$ cat config.mk
export PLATFORM = sky130hd
export DESIGN_NAME = cheb_seq
export DESIGN_NICKNAME = d
export VERILOG_FILES = /design/src/rtl/cheb_seq.sv
export SDC_FILE = /design/constraint.sdc
export NUM_CORES = 1
export LEC_CHECK = 0
export BUFFER_PORTS_ARGS = -buffer_cell sky130_fd_sc_hd__buf_2
export CAP_MARGIN = 40
export CORE_ASPECT_RATIO = 1.25
export CORE_MARGIN = 4
export CORE_UTILIZATION = 55
export CTS_BUF_LIST = sky130_fd_sc_hd__clkbuf_4 sky130_fd_sc_hd__clkbuf_8
export DETAILED_ROUTE_END_ITERATION = 8
export PLACE_DENSITY = 0.84
export SLEW_MARGIN = 15
export SYNTH_ARGS = -nofsm -noshare
export SYNTH_HDL_FRONTEND = slang
export SYNTH_SLANG_ARGS = --single-unit
$ cat constraint.sdc
create_clock -name clock -period 8.8 [get_ports clock]
set_clock_uncertainty 0.2 [all_clocks]
set_input_delay 0.88 -clock clock [delete_from_list [all_inputs] [get_ports clock]]
set_output_delay 0.88 -clock clock [all_outputs]
set_load 0.03 [all_outputs]
$ cat src/rtl/cheb_seq.sv
// cheb_seq: streams the Chebyshev terms T_0..T_n of one signed fixed-point
// argument x over a valid/ready port. Terms from T_2 on are produced with the
// recurrence T_k = 2*x*T_{k-1} - T_{k-2} using an external pipelined
// multiplier; this block only sequences operands and post-processes products.
module cheb_seq #(
    parameter int WL       = 16,
    parameter int FRAC     = WL - 2,
    parameter int N_MAX    = 16,
    parameter int MULT_LAT = 2
) (
    input  logic                           clock,
    input  logic                           resetn,
    input  logic                           start,
    input  logic signed [WL-1:0]           x_in,
    input  logic [$clog2(N_MAX+1)-1:0]     n_in,
    input  logic                           abort,
    output logic                           busy,
    output logic signed [WL-1:0]           mult_a,
    output logic signed [WL-1:0]           mult_b,
    output logic                           mult_go,
    input  logic signed [2*WL-1:0]         mult_p,
    output logic                           t_valid,
    input  logic                           t_ready,
    output logic signed [WL-1:0]           t_data,
    output logic [$clog2(N_MAX+1)-1:0]     t_idx,
    output logic                           done,
    output logic                           sat
);

    localparam int IW = $clog2(N_MAX + 1);
    localparam int CW = (MULT_LAT > 2) ? $clog2(MULT_LAT - 1) : 1;
    localparam logic [CW-1:0] WAIT_LOAD = CW'((MULT_LAT > 2) ? (MULT_LAT - 2) : 0);
    localparam logic [IW-1:0] N_LIMIT = IW'(N_MAX);
    localparam logic signed [WL-1:0] ONE = WL'(2 ** FRAC);

    typedef enum logic [2:0] {
        IDLE,
        EMIT,
        ISSUE,
        WAIT,
        CALC
    } state_t;

    state_t state_q;
    state_t state_d;

    logic signed [WL-1:0] x_q;
    logic signed [WL-1:0] t_prev1_q;
    logic signed [WL-1:0] t_prev2_q;
    logic signed [WL-1:0] t_data_q;
    logic [IW-1:0]        n_q;
    logic [IW-1:0]        k_q;
    logic [CW-1:0]        wait_cnt_q;
    logic                 done_q;
    logic                 sat_q;

    logic                 start_ok;
    logic                 accept;
    logic signed [2*WL-1:0] prod_shift;
    logic signed [WL+2:0]   r_wide;
    logic signed [WL-1:0]   r_sat;
    logic                   r_clamp;
    logic                   prod_unused;

    // A start is only honoured when fully idle, including the done cycle
    assign start_ok = (state_q == IDLE) && !done_q && start;
    assign accept   = (state_q == EMIT) && t_ready;

    // Product rescale: 2*x*T/2^FRAC is the product shifted right by FRAC-1
    assign prod_shift  = mult_p >>> (FRAC - 1);
    assign prod_unused = ^prod_shift[2*WL-1:WL+3];
    assign r_wide      = $signed(prod_shift[WL+2:0])
                       - $signed({{3{t_prev2_q[WL-1]}}, t_prev2_q});

    // Clamp the recurrence result into the WL-bit signed range
    always_comb begin
        r_clamp = (r_wide[WL+2:WL-1] != {4{r_wide[WL+2]}});
        if (!r_clamp) begin
            r_sat = r_wide[WL-1:0];
        end else if (r_wide[WL+2]) begin
            r_sat = {1'b1, {(WL-1){1'b0}}};
        end else begin
            r_sat = {1'b0, {(WL-1){1'b1}}};
        end
    end

    // State register
    always_ff @(posedge clock or negedge resetn) begin
        if (!resetn) begin
            state_q <= IDLE;
        end else begin
            state_q <= state_d;
        end
    end

    // Next-state logic; abort pulls any active state back to IDLE
    always_comb begin
        state_d = state_q;
        case (state_q)
            IDLE: begin
                if (start_ok) begin
                    state_d = EMIT;
                end
            end
            EMIT: begin
                if (abort) begin
                    state_d = IDLE;
                end else if (accept) begin
                    if (k_q == n_q) begin
                        state_d = IDLE;
                    end else if (k_q == '0) begin
                        state_d = EMIT;
                    end else begin
                        state_d = ISSUE;
                    end
                end
            end
            ISSUE: begin
                if (abort) begin
                    state_d = IDLE;
                end else if (MULT_LAT == 1) begin
                    state_d = CALC;
                end else begin
                    state_d = WAIT;
                end
            end
            WAIT: begin
                if (abort) begin
                    state_d = IDLE;
                end else if (wait_cnt_q == '0) begin
                    state_d = CALC;
                end
            end
            CALC: begin
                if (abort) begin
                    state_d = IDLE;
                end else begin
                    state_d = EMIT;
                end
            end
            default: begin
                state_d = IDLE;
            end
        endcase
    end

    // Status outputs decoded from the current state
    always_comb begin
        busy    = (state_q != IDLE) || done_q;
        t_valid = (state_q == EMIT);
        mult_go = (state_q == ISSUE);
    end

    // Datapath: argument capture, term history, emitted term and flags
    always_ff @(posedge clock or negedge resetn) begin
        if (!resetn) begin
            x_q        <= '0;
            n_q        <= '0;
            k_q        <= '0;
            t_prev1_q  <= '0;
            t_prev2_q  <= '0;
            t_data_q   <= '0;
            wait_cnt_q <= '0;
            done_q     <= 1'b0;
            sat_q      <= 1'b0;
        end else begin
            done_q <= 1'b0;
            case (state_q)
                IDLE: begin
                    if (start_ok) begin
                        x_q       <= x_in;
                        n_q       <= (n_in > N_LIMIT) ? N_LIMIT : n_in;
                        k_q       <= '0;
                        t_prev1_q <= ONE;
                        t_prev2_q <= '0;
                        t_data_q  <= ONE;
                        sat_q     <= 1'b0;
                    end
                end
                EMIT: begin
                    if (accept) begin
                        if (k_q == n_q) begin
                            done_q <= !abort;
                        end else if (k_q == '0) begin
                            k_q       <= IW'(1);
                            t_data_q  <= x_q;
                            t_prev1_q <= x_q;
                            t_prev2_q <= ONE;
                        end else begin
                            k_q <= k_q + IW'(1);
                        end
                    end
                end
                ISSUE: begin
                    wait_cnt_q <= WAIT_LOAD;
                end
                WAIT: begin
                    if (wait_cnt_q != '0) begin
                        wait_cnt_q <= wait_cnt_q - CW'(1);
                    end
                end
                CALC: begin
                    if (!abort) begin
                        t_data_q  <= r_sat;
                        t_prev1_q <= r_sat;
                        t_prev2_q <= t_prev1_q;
                        if (r_clamp) begin
                            sat_q <= 1'b1;
                        end
                    end
                end
                default: begin
                end
            endcase
        end
    end

    assign mult_a = x_q;
    assign mult_b = t_prev1_q;
    assign t_data = t_data_q;
    assign t_idx  = k_q;
    assign done   = done_q;
    assign sat    = sat_q;

endmodule

==> run metrics <==
outcome finished, final reports clean; CP max FO 8; grt peak-use layer met2; Placed Area 0.004592 mm^2; Num CTS Buffers 9; total global routing overflow 0; most frequent cells in the layout 102 x buf_2, 71 x nand2_1, 63 x dfrtp_1; Ant. Diodes 0; main flop type after synthesis dfrtp_1; Yosys warnings 0; DPL Wire Length 7264 um; post-route setup TNS 0 ps; TritonCTS Sinks 63; commonest non-fill, non-tap cell in the layout buf_2; first-pass GRT wire length 16920 um; H-tree levels 3; Pwr Density 286.4 mW/mm^2; slew of the pin with the lowest slew margin 723.8 ps; Remaining DRCs 0; CP bufs+invs 4; Hold Buf Count CTS 0; CP arrival 3580 ps; Total GRT Usage 23.43%; cells after synthesis 458; GRT met1 Usage 30.23%; layout cells sized above 1 31.44%; Critical Path Source Type input pin; clock slew seen by the registers of the worst setup and hold paths 60 ps; WL/cell 15.73 um; Inst Count DP 621; DIE HEIGHT 105.0 um; CP delay by family, top compound AO/OA/AOI/OAI gates; Initial Utilization 56.24%; Setup crit end kind flip-flop; full die area 0.008984 mm^2; clk root buf clkbuf_8; Post-Syn Area per Cell 9.034 um^2; via count 3602; crit path cell chain buf_2, inv_1, ha_1, inv_1, fa_1, a211oi_2, o21ai_1, nand3_1, o211ai_1, xnor2_1, o21ai_2, buf_6, o211ai_1; cell area after synthesis 0.004138 mm^2; ys async rst share 100.0%; slew margin rel. 51.75%; Post-Syn Nets 537; core area 0.007357 mm^2; DRT Pass-1 Iters 4; fmax 284.0 MHz; final instance area 0.004837 mm^2; Worst Path Required 8860 ps; RSZ-0062 raised after global routing no; setup ws final 5279 ps; Hold Violations, Final 0; drt initial violations 223; Yosys cell types 61; gpl congestion 0.8847; Largest stage delay, worst path 530 ps; row count 35; max cap viols 0; deepest clock path buffer count 2; Area Growth Syn to Fin 16.90%; CP Class in -> reg; met3 GRT Util 5.442%; #FFs+latches synth 63; Slew Limit Fails 0; pin count of the biggest net entering global routing 64; Ports 116; pre-CTS setup slack 4916 ps; met2 Usage GRT 38.44%; die width 85.58 um; post_cts resized 0; Leak Pwr 0.002283 uW; Final nets 621; Vias/cell 5.637; initial antenna violation count 0; post-CTS setup buffer count 0; CTS tree yes; port buffer count 102; sequential area share after synthesis 38.10%; Tcrit/Tclk final 40.02%; number of global-route vias before repair 3545; fin cells 639; maximum vdd ir drop 0.1931 mV; Max stage delay cell, worst path xnor2_1; Final Setup Violations 0; final wirelength 10050 um; min Tclk post-route 3521 ps; Detail Route Antenna Nets 0; worst min path class reg -> reg; Worst-Skew Late Latency 350 ps; Post-synth EDFFs 0
==> flip-flops by register name, summed over array words and instances (netlist names) <==
signal and flops:
t_prev2_q 16, n_q 5, done 1, t_data 16, t_idx 5, mult_a 16
state_q 3, sat 1
==> routing by layer <==
layer  up-vias  share of wire (%)
met5         -                  0
met4         0                2.0
met3        19                5.0
met2        99                 49
met1      1721                 43
li1       1763                  -
==> Yosys cell counts, drive strengths merged, types with 7 or more instances <==
library cell | number | area, um^2
clkbuf | 14 | 55.05
nor2 | 26 | 97.59
mux2 | 18 | 202.7
inv | 25 | 93.84
buf | 22 | 180.2
ha | 20 | 250.2
nand3 | 7 | 35.03
xor2 | 7 | 61.31
dfrtp | 63 | 1577
nand2 | 71 | 266.5
o211ai | 22 | 215.2
nor3 | 7 | 35.03
o21ai | 44 | 224.0
nand2b | 9 | 56.30
xnor2 | 12 | 105.1
a21oi | 33 | 165.2
==> cell families (layout without fill, tap and decap cells) <==
kind of cell             Yosys count  in the layout  share of synthesized area, %
AND/OR/NAND/NOR                  143            143                         16.06
buffers and inverters             61            150                         7.953
multiplexers                      18             18                         4.899
flip-flops                        63             63                         38.10
AO/OA/AOI/OAI                    133            133                         22.44
adder cells (fa/ha/maj)           21             21                         6.532
XOR/XNOR                          19             19                         4.022
==> power breakdown <==
| group | total, uW | internal (uW) | switching [uW] | leakage, uW |
|---|---|---|---|---|
| registers | 442 | 369 | 72.1 | 0.000821 |
| logic | 675 | 227 | 448 | 0.00135 |
| clock network | 268 | 156 | 112 | 0.000113 |
| total | 1390 | 753 | 632 | 0.00228 |
==> metrics by stage <==
step / hold slack, ps / power (uW) / utilization [%]
after floorplan: 249.8 / 960.9 / -
after global placement: 262.2 / 1092 / 61.90
after detailed placement: 274.7 / 1112 / 62.42
after CTS: 289.6 / 1389 / 65.31
after global routing: 318.3 / 1474 / 65.75
final: 285.0 / 1385 / 65.75
==> tightest hold or removal path, cell delays in order (launching register included) <==
cell,delay [ps]
dfrtp_1,340
nand2_1,50
o21ai_0,60
==> layout make-up <==
type	instances	area (um^2)
Inverter	25	93.84
Clock inverter	3	40.04
Sequential cell	63	1577
Multi-Input combinational cell	334	2243
Timing Repair Buffer	109	595.6
Tap cell	92	115.1
Fill cell	603	2520
Clock buffer	13	172.7
==> final timing paths <==
| check | startpoint | endpoint | slack (ps) | cells past startpoint |
|---|---|---|---|---|
| min reg2reg | t_prev2_q[13]$_DFFE_PN0P_ | t_prev2_q[13]$_DFFE_PN0P_ | 290 | 2 |
| min | t_prev2_q[13]$_DFFE_PN0P_ | t_prev2_q[13]$_DFFE_PN0P_ | 290 | 2 |
| min in group asynchronous | resetn | t_prev2_q[8]$_DFFE_PN0P_ | 400 | 3 |
| max reg2reg | t_prev2_q[0]$_DFFE_PN0P_ | t_data[3]$_DFFE_PN0P_ | 5600 | 11 |
| max | mult_p[13] | t_data[3]$_DFFE_PN0P_ | 5280 | 13 |
| max in group asynchronous | resetn | t_prev2_q[12]$_DFFE_PN0P_ | 7720 | 3 |
Note: power is estimated with default switching activity, not from simulation.
